$ cat src/rtl/apb_pkg.sv
`default_nettype none
//==============================================================================
// Package  : apb_pkg
// Brief    : Shared state encoding, default widths and timer sizing helper.
// Revision : 1.0 - initial release
//==============================================================================
package apb_pkg;

    typedef enum logic [1:0] {
        ST_IDLE   = 2'd0,
        ST_SETUP  = 2'd1,
        ST_ACCESS = 2'd2
    } apb_state_e;

    localparam int DEF_ADDR_W = 32;
    localparam int DEF_DATA_W = 32;

    // A zero timeout still needs a one-bit counter to keep the vector legal.
    function automatic int timer_width(input int timeout);
        return (timeout < 1) ? 1 : $clog2(timeout + 1);
    endfunction

endpackage
`default_nettype wire

$ cat src/rtl/apb_wait_timer.sv
`default_nettype none
//==============================================================================
// Module   : apb_wait_timer
// Brief    : Clear/enable wait-state counter with terminal-count flag.
// Revision : 1.0 - initial release
//==============================================================================
module apb_wait_timer
    import apb_pkg::*;
#(
    parameter int TIMEOUT = 16
) (
    input  logic clk,
    input  logic rst,
    input  logic clear,
    input  logic enable,
    output logic tc
);

    localparam int CNT_W = timer_width(TIMEOUT);
    localparam logic [CNT_W-1:0] c_tc_val = CNT_W'((TIMEOUT > 0) ? TIMEOUT - 1 : 0);

    logic [CNT_W-1:0] r_count;

    // tc flags the cycle whose stalled edge would be the TIMEOUT-th one.
    always_ff @(posedge clk) begin
        if (rst || clear) begin
            r_count <= '0;
        end else if (enable && !tc) begin
            r_count <= r_count + CNT_W'(1);
        end
    end

    assign tc = (TIMEOUT > 0) && (r_count == c_tc_val);

endmodule
`default_nettype wire

$ cat src/rtl/apb_master_bridge.sv
`default_nettype none
//==============================================================================
// Module   : apb_master_bridge
// Brief    : Valid/ready request stream to APB master with response pulse.
// Revision : 1.0 - initial release
//==============================================================================
module apb_master_bridge
    import apb_pkg::*;
#(
    parameter int ADDR_W      = DEF_ADDR_W,
    parameter int DATA_W      = DEF_DATA_W,
    parameter int RDATA_DELAY = 1,
    parameter int TIMEOUT     = 16
) (
    input  logic              PCLK,
    input  logic              PRESET,
    input  logic              req_valid,
    output logic              req_ready,
    input  logic              req_write,
    input  logic [ADDR_W-1:0] req_addr,
    input  logic [DATA_W-1:0] req_wdata,
    output logic              rsp_valid,
    output logic [DATA_W-1:0] rsp_rdata,
    output logic              rsp_timeout,
    output logic              PSEL,
    output logic              PENABLE,
    output logic              PWRITE,
    output logic [ADDR_W-1:0] PADDR,
    output logic [DATA_W-1:0] PWDATA,
    input  logic [DATA_W-1:0] PRDATA,
    input  logic              PREADY
);

    apb_state_e        r_state;
    apb_state_e        w_next;
    logic              w_accept;
    logic              w_complete;
    logic              w_abort;
    logic              w_tc;
    logic              w_capture;
    logic              w_cap_read;
    logic [ADDR_W-1:0] r_paddr;
    logic [DATA_W-1:0] r_pwdata;
    logic              r_pwrite;
    logic              r_rsp_valid;
    logic [DATA_W-1:0] r_rsp_rdata;
    logic              r_rsp_timeout;

    always_ff @(posedge PCLK) begin
        if (PRESET) begin
            r_state <= ST_IDLE;
        end else begin
            r_state <= w_next;
        end
    end

    always_comb begin
        w_next     = r_state;
        req_ready  = 1'b0;
        PSEL       = 1'b0;
        PENABLE    = 1'b0;
        w_complete = 1'b0;
        w_abort    = 1'b0;
        case (r_state)
            ST_IDLE: begin
                req_ready = !PRESET;
                if (req_valid) w_next = ST_SETUP;
            end
            ST_SETUP: begin
                PSEL   = 1'b1;
                w_next = ST_ACCESS;
            end
            ST_ACCESS: begin
                PSEL    = 1'b1;
                PENABLE = 1'b1;
                if (PREADY) begin
                    w_complete = 1'b1;
                    req_ready  = !PRESET;
                    w_next     = req_valid ? ST_SETUP : ST_IDLE;
                end else if (w_tc) begin
                    w_abort = 1'b1;
                    w_next  = ST_IDLE;
                end
            end
            default: w_next = ST_IDLE;
        endcase
    end

    assign w_accept = req_valid && req_ready;

    apb_wait_timer #(
        .TIMEOUT (TIMEOUT)
    ) u_wait_timer (
        .clk    (PCLK),
        .rst    (PRESET),
        .clear  (r_state == ST_SETUP),
        .enable ((r_state == ST_ACCESS) && !PREADY),
        .tc     (w_tc)
    );

    always_ff @(posedge PCLK) begin
        if (PRESET) begin
            r_paddr  <= '0;
            r_pwrite <= 1'b0;
            r_pwdata <= '0;
        end else if (w_accept) begin
            r_paddr  <= req_addr;
            r_pwrite <= req_write;
            r_pwdata <= req_wdata;
        end
    end

    generate
        if (RDATA_DELAY == 0) begin : g_rdata_direct
            assign w_capture  = w_complete;
            assign w_cap_read = !r_pwrite;
        end else begin : g_rdata_delay
            // Registered-read slaves present PRDATA one edge after completion.
            logic r_pend;
            logic r_pend_rd;
            always_ff @(posedge PCLK) begin
                if (PRESET) begin
                    r_pend    <= 1'b0;
                    r_pend_rd <= 1'b0;
                end else begin
                    r_pend    <= w_complete;
                    r_pend_rd <= w_complete && !r_pwrite;
                end
            end
            assign w_capture  = r_pend;
            assign w_cap_read = r_pend_rd;
        end
    endgenerate

    always_ff @(posedge PCLK) begin
        if (PRESET) begin
            r_rsp_valid   <= 1'b0;
            r_rsp_rdata   <= '0;
            r_rsp_timeout <= 1'b0;
        end else begin
            r_rsp_valid   <= 1'b0;
            r_rsp_rdata   <= '0;
            r_rsp_timeout <= 1'b0;
            if (w_abort) begin
                r_rsp_valid   <= 1'b1;
                r_rsp_timeout <= 1'b1;
            end else if (w_capture) begin
                r_rsp_valid <= 1'b1;
                r_rsp_rdata <= w_cap_read ? PRDATA : '0;
            end
        end
    end

    assign PADDR       = r_paddr;
    assign PWRITE      = r_pwrite;
    assign PWDATA      = r_pwdata;
    assign rsp_valid   = r_rsp_valid;
    assign rsp_rdata   = r_rsp_rdata;
    assign rsp_timeout = r_rsp_timeout;

endmodule
`default_nettype wire
$ cat config.mk
export PLATFORM = sky130hd
export DESIGN_NAME = apb_master_bridge
export DESIGN_NICKNAME = d
export VERILOG_FILES = /design/src/rtl/apb_pkg.sv /design/src/rtl/apb_wait_timer.sv /design/src/rtl/apb_master_bridge.sv
export SDC_FILE = /design/constraint.sdc
export NUM_CORES = 1
export LEC_CHECK = 0
export BUFFER_PORTS_ARGS = -buffer_cell sky130_fd_sc_hd__buf_2
export CAP_MARGIN = 20
export CELL_PAD_IN_SITES_DETAIL_PLACEMENT = 1
export CELL_PAD_IN_SITES_GLOBAL_PLACEMENT = 2
export CORE_AREA = 2 2 125 127
export DETAILED_ROUTE_END_ITERATION = 10
export DIE_AREA = 0 0 127 129
export GPL_ROUTABILITY_DRIVEN = 0
export HOLD_SLACK_MARGIN = 0.1
export PLACE_DENSITY_LB_ADDON = 0.3
export RECOVER_POWER = 50
export SLEW_MARGIN = 20
export SYNTH_ARGS = -nofsm -noshare
export SYNTH_HDL_FRONTEND = slang
export SYNTH_SLANG_ARGS = --single-unit
$ cat constraint.sdc
create_clock -name PCLK -period 5.7 [get_ports PCLK]
set_input_delay 1.14 -clock PCLK [delete_from_list [all_inputs] [get_ports PCLK]]
set_output_delay 1.14 -clock PCLK [all_outputs]
set_load 0.02 [all_outputs]
== Yosys cells after proc, flatten, opt, wreduce, memory -nomap -nowiden ==
Cells that the tools add are included.
Cells by class
  $lt $le $gt $ge: 0
  shift-type cells: 0
  $add $sub $neg: 1
  multiply operators: 0
  div/mod/pow operators: 0
  muxes and demuxes: 17
  eq/ne operators: 5
  bitwise operators: 2
  reductions and logical operators: 13
Operator list (count)
  1-bit 2-to-1 mux: 12
  2-bit 2-to-1 mux: 3
  2-bit case mux with 3 select lines: 1
  5-bit by 1-bit adder with 5-bit output, second input constant: 1
  5-bit by 4-bit equality test with 1-bit output, second input constant: 1
  1-bit logical AND: 4
  1-bit logical NOT: 4
  4-bit OR reduction: 1
  3-bit by 2-bit inequality test with 1-bit output, second input constant: 1
  2-bit by 1-bit equality test with 1-bit output, second input constant: 1
  2-bit equality test, second input constant: 1
  2-bit logical NOT: 1
  2-bit inequality test, second input constant: 1
  1-bit inverter: 2
  1-bit case mux with 2 select lines: 1
  2-bit AND reduction: 1
  2-bit OR reduction: 1
  1-bit logical OR: 1
Storage, ports and cells
  bits in registers: 108
  bits in latches: 0
  RAM bits: 0
  logic and storage cells: 48
  output and inout bits: 102
  bits in read-only memories: 0
  input bits: 101
  memories kept: 0

== Logic depth before layout (Yosys ltp) ==
Gate-level depths: netlist of the first run.
  depth in word-level cells: 5
  depth in mapped cells: 7
  mapped depth without buffers: 6

== Cells and area by module ==
From an unflattened synthesis of the first run, not the netlist that was laid out.
Second synthesis, totals
  cells, all modules: 338
  area, all modules: 4172.8 um^2
Modules (own cells, without submodules)
  apb_master_bridge: cells each 312, times used 1, seq. area each 2062.0 um^2, area each 3931.3 um^2
  apb_wait_timer: cells each 26, times used 1, seq. area each 100.1 um^2, area each 241.5 um^2

== Worst setup path after synthesis of the first run ==
OpenSTA, ideal clock, no wires.
  kind: input-to-output
  from: input PRESET
  to: output req_ready
  stages: 3
  data required time: 4.560 ns
  arrival: 1.823 ns
  path buffers: 2
  slack: 2.737 ns
  path through: clkbuf_1 -> clkbuf_1 -> nor2_1
On the way
  cells in the longest elaborated chain, start to end: 3
RTL lines
  start: declaration: line apb_master_bridge.sv:16  | input logic PRESET,
  1-bit logical NOT (*): line apb_master_bridge.sv:66, apb_master_bridge.sv:78
  1-bit 2-to-1 mux: line apb_master_bridge.sv:76  | if (PREADY) begin
  1-bit case mux with 2 select lines (*): line apb_master_bridge.sv:64  | case (r_state)
  end: declaration: line apb_master_bridge.sv:18  | output logic req_ready,
Mark *: on every way between the ends. The rest lies on a longest branch, timed or not.

== Worst setup path in the final report of the first run ==
  from: input PREADY
  to: output req_ready
On the way
  cells in the longest elaborated chain, start to end: 2
RTL lines
  start: declaration: line apb_master_bridge.sv:31  | input logic PREADY
  1-bit 2-to-1 mux: line apb_master_bridge.sv:76
  1-bit case mux with 2 select lines: line apb_master_bridge.sv:64
No other way between the ends.

==> results of run 1 <==
==> cell type report <==
type	count	share of cell area [%]
clock buffers	9	4.286
well taps	188	4.476
repair buffers	205	17.33
clock inverters	7	1.095
inverters	6	0.4286
flip-flops and latches	108	41.14
multi-input cells	265	31.24
==> synthesized netlist by cell type (2+ instances only) <==
library cell	number
a21oi_1	67
nand2b_1	3
o21ai_0	61
mux2i_1	2
inv_1	5
nand3b_1	66
buf_1	5
clkbuf_2	4
clkbuf_1	20
o21ai_1	4
nor2_1	9
buf_2	9
xnor2_1	2
ha_1	6
dfxtp_1	108
and2_1	32
==> sequential cells by signal (all words and copies together) (netlist names) <==
name and count:
PADDR 32, PWDATA 32, PWRITE 1, g_rdata_delay.r_pend 1, g_rdata_delay.r_pend_rd 1, r_state 2, rsp_rdata 32, rsp_timeout 1
rsp_valid 1, u_wait_timer.r_count 5
==> through the flow <==
stage	cell area, um2	setup WS, ns	hold slack, ns	utilization [%]
floorplan	3996	2.737	0.4255	-
global placement	5095	2.583	0.4380	34.02
detailed placement	5095	2.531	0.4436	34.02
CTS	5378	2.837	0.4617	35.91
global route	5255	2.734	0.4824	35.09
finish	5255	2.855	0.4507	35.09
==> report_power, final <==
group | switching, mW | internal (mW)
combinational | 0.172 | 0.103
clock | 0.296 | 0.303
sequential | 0.0207 | 0.794
==> placed cells by master (no fill, tap or decap), types with 4 or more instances in the layout <==
master and instances:
inv_1 5, dfxtp_1 108, o21ai_1 4, and2_1 32, clkbuf_16 9, buf_2 104
nor2_1 9, ha_1 6, a21oi_1 67, o21ai_0 61, clkbuf_1 98, nand3b_1 66
==> final timing paths <==
kind,startpoint,endpoint,slack (ns),depth (start not counted)
worst max-delay path,PREADY,req_ready,2.86,4
worst min-delay path,g_rdata_delay.r_pend,rsp_valid,0.45,2
worst max register to register,r_state[0],PWDATA[8],3.49,6
worst min register to register,g_rdata_delay.r_pend,rsp_valid,0.45,2
==> critical path, stage by stage <==
cell and delay (ns):
buf_2 0.17, a21oi_4 0.07, nor2_1 0.11, buf_2 0.20
==> per-layer routing <==
metal / routed length, um / share of wire, %
met3: 734 / 6.0
met1: 5474 / 45
met5: 0 / 0
met2: 5755 / 47
met4: 197 / 1.6
==> kinds of logic (layout without fill, tap and decap cells) <==
group | Yosys count | in the layout | share of synthesized area (%)
simple gates | 119 | 119 | 20.63
mux | 3 | 3 | 0.7827
fa+ha+maj | 6 | 6 | 1.878
buf+inv | 46 | 227 | 5.009
xor+xnor | 2 | 2 | 0.4384
compound gates | 135 | 135 | 17.16
flops | 108 | 108 | 54.10
==> flow_summary.yaml, run 1 <==
synth:
  syn-instance-count: 419
  yosysTopAreaCellShare_pct: 54.10
  synth-main-ff-cell: "dfxtp_1"
  synth_top_area_cell: "dfxtp_1"
  avgSynthCellArea_um2: 9.538
  synth-seq-cells: 108
  synth_enable_flop_cells: 0
  synth.distinct_cells: 32
  synth_area_um2: 3996
  yosysSeqAreaShare_pct: 54.10
  synth_async_sr_flop_share_pct: 0
  yosys_warnings: 0
  syn-num-nets: 526
  ys_top_cells_by_area: "dfxtp_1 54%, nand3b_1 12%, a21oi_1 8.4%, o21ai_0 7.6%, and2_1 5.0%"
clock_network:
  tritoncts: "yes"
  cts_setup_buffers: 0
  htreeDepth: 3
  clock-root-buffer: "clkbuf_16"
  hold_buffers: 0
  cts_made_buffers: 9
  numClockSinks: 108
  clk_latency_ns: 0.35
  path_clk_slew_ns: 0.07
  clk_path_buf_depth: 2
  cts.repair.resized: 0
place:
  dp_hpwl_um: 8190
  place_inst: 772
  io_buffers: 202
grt:
  track_usage_pct: 14.62
  top_usage_layer: "met2"
  grtUsageMet3_pct: 4.241
  use_met1_pct: 17.85
  grt_pass1_wl_um: 19000
  grt_max_degree: 132
  grt_pass1_vias: 3757
  gr-total-overflow: 0
  antenna_found_initial: 0
  use_met2_pct: 24.54
die:
  row_count: 45
  coreArea_um2: 14980
  die-width_um: 127
  io_pins: 203
  dieArea_um2: 16380
  start_util_pct: 26.68
  die_h_um: 129
timing:
  fin_crit_sh_pct: 49.91
  drv_slew: 0
  max_slew_margin_pct: 31.83
  rsz0062_at_grt: "false"
  tightest_slew_ns: 1.023
  final-hold-violation-count: 0
  min_period_ns: 2.845
  setup_violations: 0
  setup_tns_ns: 0
  finalClockSkew_ns: 0.006480
  timing.fmax_mhz: 351.5
finish:
  layout.nets: 702
  final-seq-area_um2: 2162
  area_growth_pct: 31.50
  fill_cells: 1811
  multi_input_area_um2: 1642
  final_cell_count_no_fill: 788
  diodes: 0
  drive_above_1_share_pct: 21.33
setup_path:
  worstPathArrival_ns: 1.70
  path_class: "input pin to output pin"
  path_max_fanout: 5
  startpoint_type: "input pin"
  cp-end-kind: "output pin"
  required_ns: 4.56
power_and_ir_drop:
  p_leak_nw: 2.017
  power_mw: 1.688
  p_per_area_nw_per_um2: 321.1
  ir_worst_vdd_uv: 128.9
outcome:
  outcome: "finished clean"
routing:
  post_drt_wl_per_cell_um: 15.43
  drc: 0
  drtIter0Drc: 218
  num_vias: 3642
  first_pass_iters: 4
  routed_wirelength_um: 12160
  vias_per_cell: 4.622
  final_antenna_net_count: 0
flow_run:
  cap_violations: 0
worst_hold_path:
  hold_path.class: "flip-flop to flip-flop"
No activity file was read; power rests on OpenSTA's default activity.
==> inputs of run 2 (changes only) <==
ABC_AREA = 1   (was not set)
CORE_AREA = 2 2 138 140   (was 2 2 125 127)
DIE_AREA = 0 0 140 142   (was 0 0 127 129)
clock period = 2.5 ns   (was 5.7 ns; I/O delays follow)
==> run 2 against run 1 <==
  * Sequential cell count stayed put
  * Critical path type is now flip-flop to output pin
  * Via count is 2.0% higher
  * Highest routed layer unchanged
  * Area after synthesis is 4.3% lower
  * Register-to-register slack worse by 2.9 ns
  * Cell count is 13% higher
  * First-iteration DRC count is 38% lower
  * Largest cell class unchanged
  * The flow now finishes with violations (design-rule violations)
  * Die area is 21% higher
==> flow_summary.yaml, run 2 <==
outcome:
  outcome: "finished, violations left"
  violations: "design-rule violations"
finish:
  fill_cells: 2331
  layout.nets: 759
  diodes: 0
  final_cell_mix: "134 x nand3_1, 108 x dfxtp_1, 103 x buf_2"
  final_common_cell: "nand3_1"
  final_cell_count_no_fill: 890
  multi_input_area_um2: 1315
  drive_above_1_share_pct: 20.12
  final-seq-area_um2: 2162
  area_growth_pct: 35.36
setup_path:
  required_ns: 2.00
  startpoint_type: "flip-flop"
  worstPathArrival_ns: 1.81
  path_max_fanout: 16
  worstPathCellList: "inv_1, ha_1, nand2_2, a21oi_4, buf_2"
  slowest_delay_ns: 0.37
  path_class: "flip-flop to output pin"
  cp-end-kind: "output pin"
  cpMaxStageDelayCell: "a21oi_4"
power_and_ir_drop:
  p_per_area_nw_per_um2: 822.7
  p_leak_nw: 2.531
  ir_worst_vdd_uv: 311.5
synth:
  yosysMostFrequentCell: "nand3_1"
  yosysSeqAreaShare_pct: 56.53
  avgSynthCellArea_um2: 8.297
  yosys_warnings: 0
  synth_area_um2: 3825
  ys_top_cells_by_count: "134 x nand3_1, 108 x dfxtp_1, 82 x nand2_1"
  synth_top_area_cell: "dfxtp_1"
  synth.distinct_cells: 23
  synth_enable_flop_cells: 0
  yosysTopAreaCellShare_pct: 56.53
  ys_top_cells_by_area: "dfxtp_1 57%, nand3_1 18%, nand2_1 8.0%, nor2_1 4.2%, inv_1 3.9%"
  syn-num-nets: 568
  syn-instance-count: 461
  synth-seq-cells: 108
  synth-main-ff-cell: "dfxtp_1"
  synth_async_sr_flop_share_pct: 0
clock_network:
  cts_made_buffers: 9
  clk_latency_ns: 0.36
  htreeDepth: 3
  clock-root-buffer: "clkbuf_16"
  tritoncts: "yes"
  hold_buffers: 0
  clk_path_buf_depth: 2
  cts_setup_buffers: 0
  numClockSinks: 108
  cts.repair.resized: 0
  path_clk_slew_ns: 0.07
timing:
  min_period_ns: 2.312
  final-hold-violation-count: 0
  tightest_slew_ns: 0.7030
  finalClockSkew_ns: 0.007108
  fin_crit_sh_pct: 92.49
  setup_tns_ns: 0
  max_slew_margin_pct: 53.13
  drv_slew: 0
  rsz0062_at_grt: "false"
  timing.fmax_mhz: 432.5
  setup_violations: 0
flow_run:
  cap_violations: 0
routing:
  drc: 21
  final_antenna_net_count: 0
  post_drt_wl_per_cell_um: 14.23
  first_pass_iters: 7
  num_vias: 3716
  routed_wirelength_um: 12670
  drtIter0Drc: 135
  vias_per_cell: 4.175
place:
  place_inst: 875
  dp_hpwl_um: 9331
  io_buffers: 202
die:
  die-width_um: 140
  coreArea_um2: 18460
  dieArea_um2: 19880
  die_h_um: 142
  io_pins: 203
  start_util_pct: 20.73
  row_count: 50
worst_hold_path:
  hold_path.class: "input pin to flip-flop"
grt:
  grt_max_degree: 37
  antenna_found_initial: 0
  track_usage_pct: 12.73
  gr-total-overflow: 0
  grt_pass1_vias: 3807
  grt_pass1_wl_um: 19750
run 2: cell count changes after synthesis, moves of 5 or more:
cell / before / now
and2_1: 32 / 1
nor2_1: 9 / 43
clkbuf_1: 20 / 2
buf_6: 1 / 6
nand3_1: 0 / 134
buf_2: 9 / 14
inv_1: 5 / 40
nand2_1: 1 / 82
o21ai_0: 61 / 1
nand3b_1: 66 / 1
a21oi_1: 67 / 5
run 2: report_power, final:
part	total (mW)	internal (mW)	switching, mW
combinational	0.842	0.252	0.590
sequential	1.96	1.88	0.0833
clock	1.46	0.782	0.674
run 2: cells by family after synthesis:
family	synth area share (%)
DFF	56.53
adders and majority gates	1.963
AOI/OAI and AO/OA	1.014
and+or+nand+nor	31.21
buffers and inverters	9.290
run 2: path summary, 6_finish.rpt:
| path | slack [ns] | endpoint | from | depth (start not counted) |
|---|---|---|---|---|
| min | 0.35 | rsp_rdata[10] | PRDATA[10] | 3 |
| max reg2reg | 0.59 | PWDATA[11] | r_state[0] | 8 |
| min reg2reg | 0.47 | PADDR[29] | PADDR[29] | 2 |
| max | 0.19 | req_ready | r_state[0] | 5 |
run 2: per-stage QoR:
| stage | cell area (um2) | power (mW) | util [%] | hold slack, ns | worst slack [ns] |
|---|---|---|---|---|---|
| 6_report | 5177 | 4.260 | 28.05 | 0.3498 | 0.1878 |
| 5_1_grt | 5177 | 4.530 | 28.05 | 0.3305 | 0.03282 |
| 4_1_cts | 5304 | 4.413 | 28.74 | 0.3268 | 0.1257 |
| 3_5_place_dp | 5006 | 2.908 | 27.13 | 0.4585 | 0.5369 |
| 3_3_place_gp | 5006 | 2.885 | 27.13 | 0.4510 | 0.6127 |
| 2_1_floorplan | 3825 | 2.561 | - | 0.4284 | 0.7272 |
run 2: layout make-up:
cell class                      count  area share, %
Tap cell                          234          5.655
Clock inverter                      6          1.402
Timing Repair Buffer              211          18.39
Multi-Input combinational cell    280          25.40
Sequential cell                   108          41.76
Clock buffer                        9          4.350
Inverter                           42          3.045
run 2: worst max-delay path: cells and delay by family, from the launching register on:
family                     cells  cell delay (ns)
AOI/OAI and AO/OA              1             0.37
buffers and inverters          2             0.35
DFF                            1             0.33
adders and majority gates      1             0.27
and+or+nand+nor                1             0.12
run 2: metal layers:
metal  GRT usage [%]  vias up  share of wire (%)
met3           5.316       10                9.1
met5               0        -                  0
met1           14.51     1728                 42
met4           3.456        0               0.97
li1                -     1849                  -
met2           22.06      129                 48
==> inputs of run 3 (changes only) <==
ABC_AREA = not set   (was 1)
CORE_AREA = 2 2 135 137   (was 2 2 138 140)
DIE_AREA = 0 0 137 139   (was 0 0 140 142)
SETUP_SLACK_MARGIN = 0.02   (was not set)
==> run 3 against run 2 <==
  * Wire length rose by 1.5%
  * The flow now finishes without violations
  * Cell count fell by 6.2%
  * Critical path depth did not move
  * Die area fell by 4.2%
  * Largest cell class unchanged
  * Sequential cell count did not move
  * Combinational power fell by 24%
  * Clock skew rose by 0.0012 ns
  * Critical endpoint unchanged
  * Largest power group unchanged
  * Clock-buffer cell count rose by 2
  * Sequential power fell by 6%
  * Sequential share of layout area fell by 1.4 points
  * Global-route usage rose by 0.77 points
  * Fmax rose by 9.9%
==> flow_summary.yaml, run 3 (synthesis results as in run 1) <==
outcome:
  outcome: "finished clean"
timing:
  setup_violations: 0
  rsz0062_at_grt: "false"
  setup_tns_ns: 0
  layout_setup_ws_ns: 0.3961
  fin_crit_sh_pct: 84.16
  min_period_ns: 2.104
  timing.fmax_mhz: 475.3
  finalClockSkew_ns: 0.008327
  tightest_slew_ns: 0.7502
  max_slew_margin_pct: 49.99
  drv_slew: 0
  final-hold-violation-count: 0
  holdWs_ns: 0.3412
die:
  dieArea_um2: 19040
  start_util_pct: 22.63
  io_pins: 203
  row_count: 49
  coreArea_um2: 17660
  die-width_um: 137
  die_h_um: 139
flow_run:
  cap_violations: 0
place:
  io_buffers: 202
  dp_hpwl_um: 8980
  place_inst: 818
  dpl_worst_slack_ns: 0.5802
  placed_area_um2: 5184
setup_path:
  path_max_fanout: 6
  reg2reg_depth: 6
  startpoint_type: "flip-flop"
  cp-end-kind: "output pin"
  path_class: "flip-flop to output pin"
  required_ns: 2.00
  worstPathArrival_ns: 1.60
grt:
  grt_pass1_wl_um: 20090
  grt_pass1_vias: 3813
  antenna_found_initial: 1
  grt_max_degree: 67
  gr-total-overflow: 0
  track_usage_pct: 13.50
power_and_ir_drop:
  ir_worst_vdd_uv: 299.9
  p_leak_nw: 2.040
  p_per_area_nw_per_um2: 731.2
clock_network:
  clock-root-buffer: "clkbuf_16"
  cts_made_buffers: 9
  numClockSinks: 108
  tritoncts: "yes"
  cts.repair.resized: 0
  clk_latency_ns: 0.35
  clk_path_buf_depth: 2
  htreeDepth: 3
  hold_buffers: 0
  cts_setup_buffers: 0
  path_clk_slew_ns: 0.08
worst_hold_path:
  hold_path.class: "input pin to flip-flop"
  hold_depth: 2
routing:
  num_vias: 3737
  drtIter0Drc: 103
  vias_per_cell: 4.475
  post_drt_wl_per_cell_um: 15.40
  first_pass_iters: 4
  final_antenna_net_count: 0
  routed_wirelength_um: 12860
  drc: 0
finish:
  layout.nets: 707
  final_common_cell: "dfxtp_1"
  fill_cells: 2144
  area_growth_pct: 34.13
  finalInstanceArea_um2: 5360
  final_cell_mix: "108 x dfxtp_1, 103 x buf_2, 99 x clkbuf_1"
  drive_above_1_share_pct: 21.82
  final_cell_count_no_fill: 835
## run 3: worst max-delay path: stages, from the launching register on
cell     delay [ns]
dfxtp_1        0.38
inv_1          0.09
ha_1           0.30
a21oi_4        0.22
nor2_1         0.08
buf_2          0.19
## run 3: metrics by stage
stage / power (mW) / util (%)
floorplan: 2.317 / -
global placement: 2.546 / 29.36
detailed placement: 2.568 / 29.36
CTS: 4.030 / 31.06
global route: 4.131 / 30.36
finish: 3.919 / 30.36
## run 3: where the power goes
group / leakage [nW] / total (mW) / switching, mW / internal (mW)
logic: 1.02 / 0.640 / 0.400 / 0.240
clock network: 0.137 / 1.43 / 0.684 / 0.742
registers: 0.881 / 1.85 / 0.0453 / 1.81
total: 2.04 / 3.92 / 1.13 / 2.79
## run 3: worst paths after layout
path                        startpoint            to  slack [ns]
setup / recovery            r_state[0]     req_ready        0.40
setup reg to reg            r_state[0]    PWDATA[20]        0.57
hold reg to reg   g_rdata_delay.r_pend     rsp_valid        0.46
hold / removal               PRDATA[1]  rsp_rdata[1]        0.34
## run 3: cell type report
type | instances | area, um2 | share of cell area, %
Tap cell | 229 | 286.5 | 5.345
Clock buffer | 11 | 252.7 | 4.715
Multi-Input combinational cell | 265 | 1642 | 30.63
Timing Repair Buffer | 210 | 944.7 | 17.62
Clock inverter | 5 | 47.55 | 0.8870
Inverter | 6 | 22.52 | 0.4202
Sequential cell | 108 | 2162 | 40.34
Antenna cell | 1 | 2.502 | 0.04669
## run 3: per-layer routing
layer	part of all wire, %	track usage (%)
met2	54	24.90
met3	4.6	2.376
met1	40	14.70
met5	0	0
met4	2.1	6.240
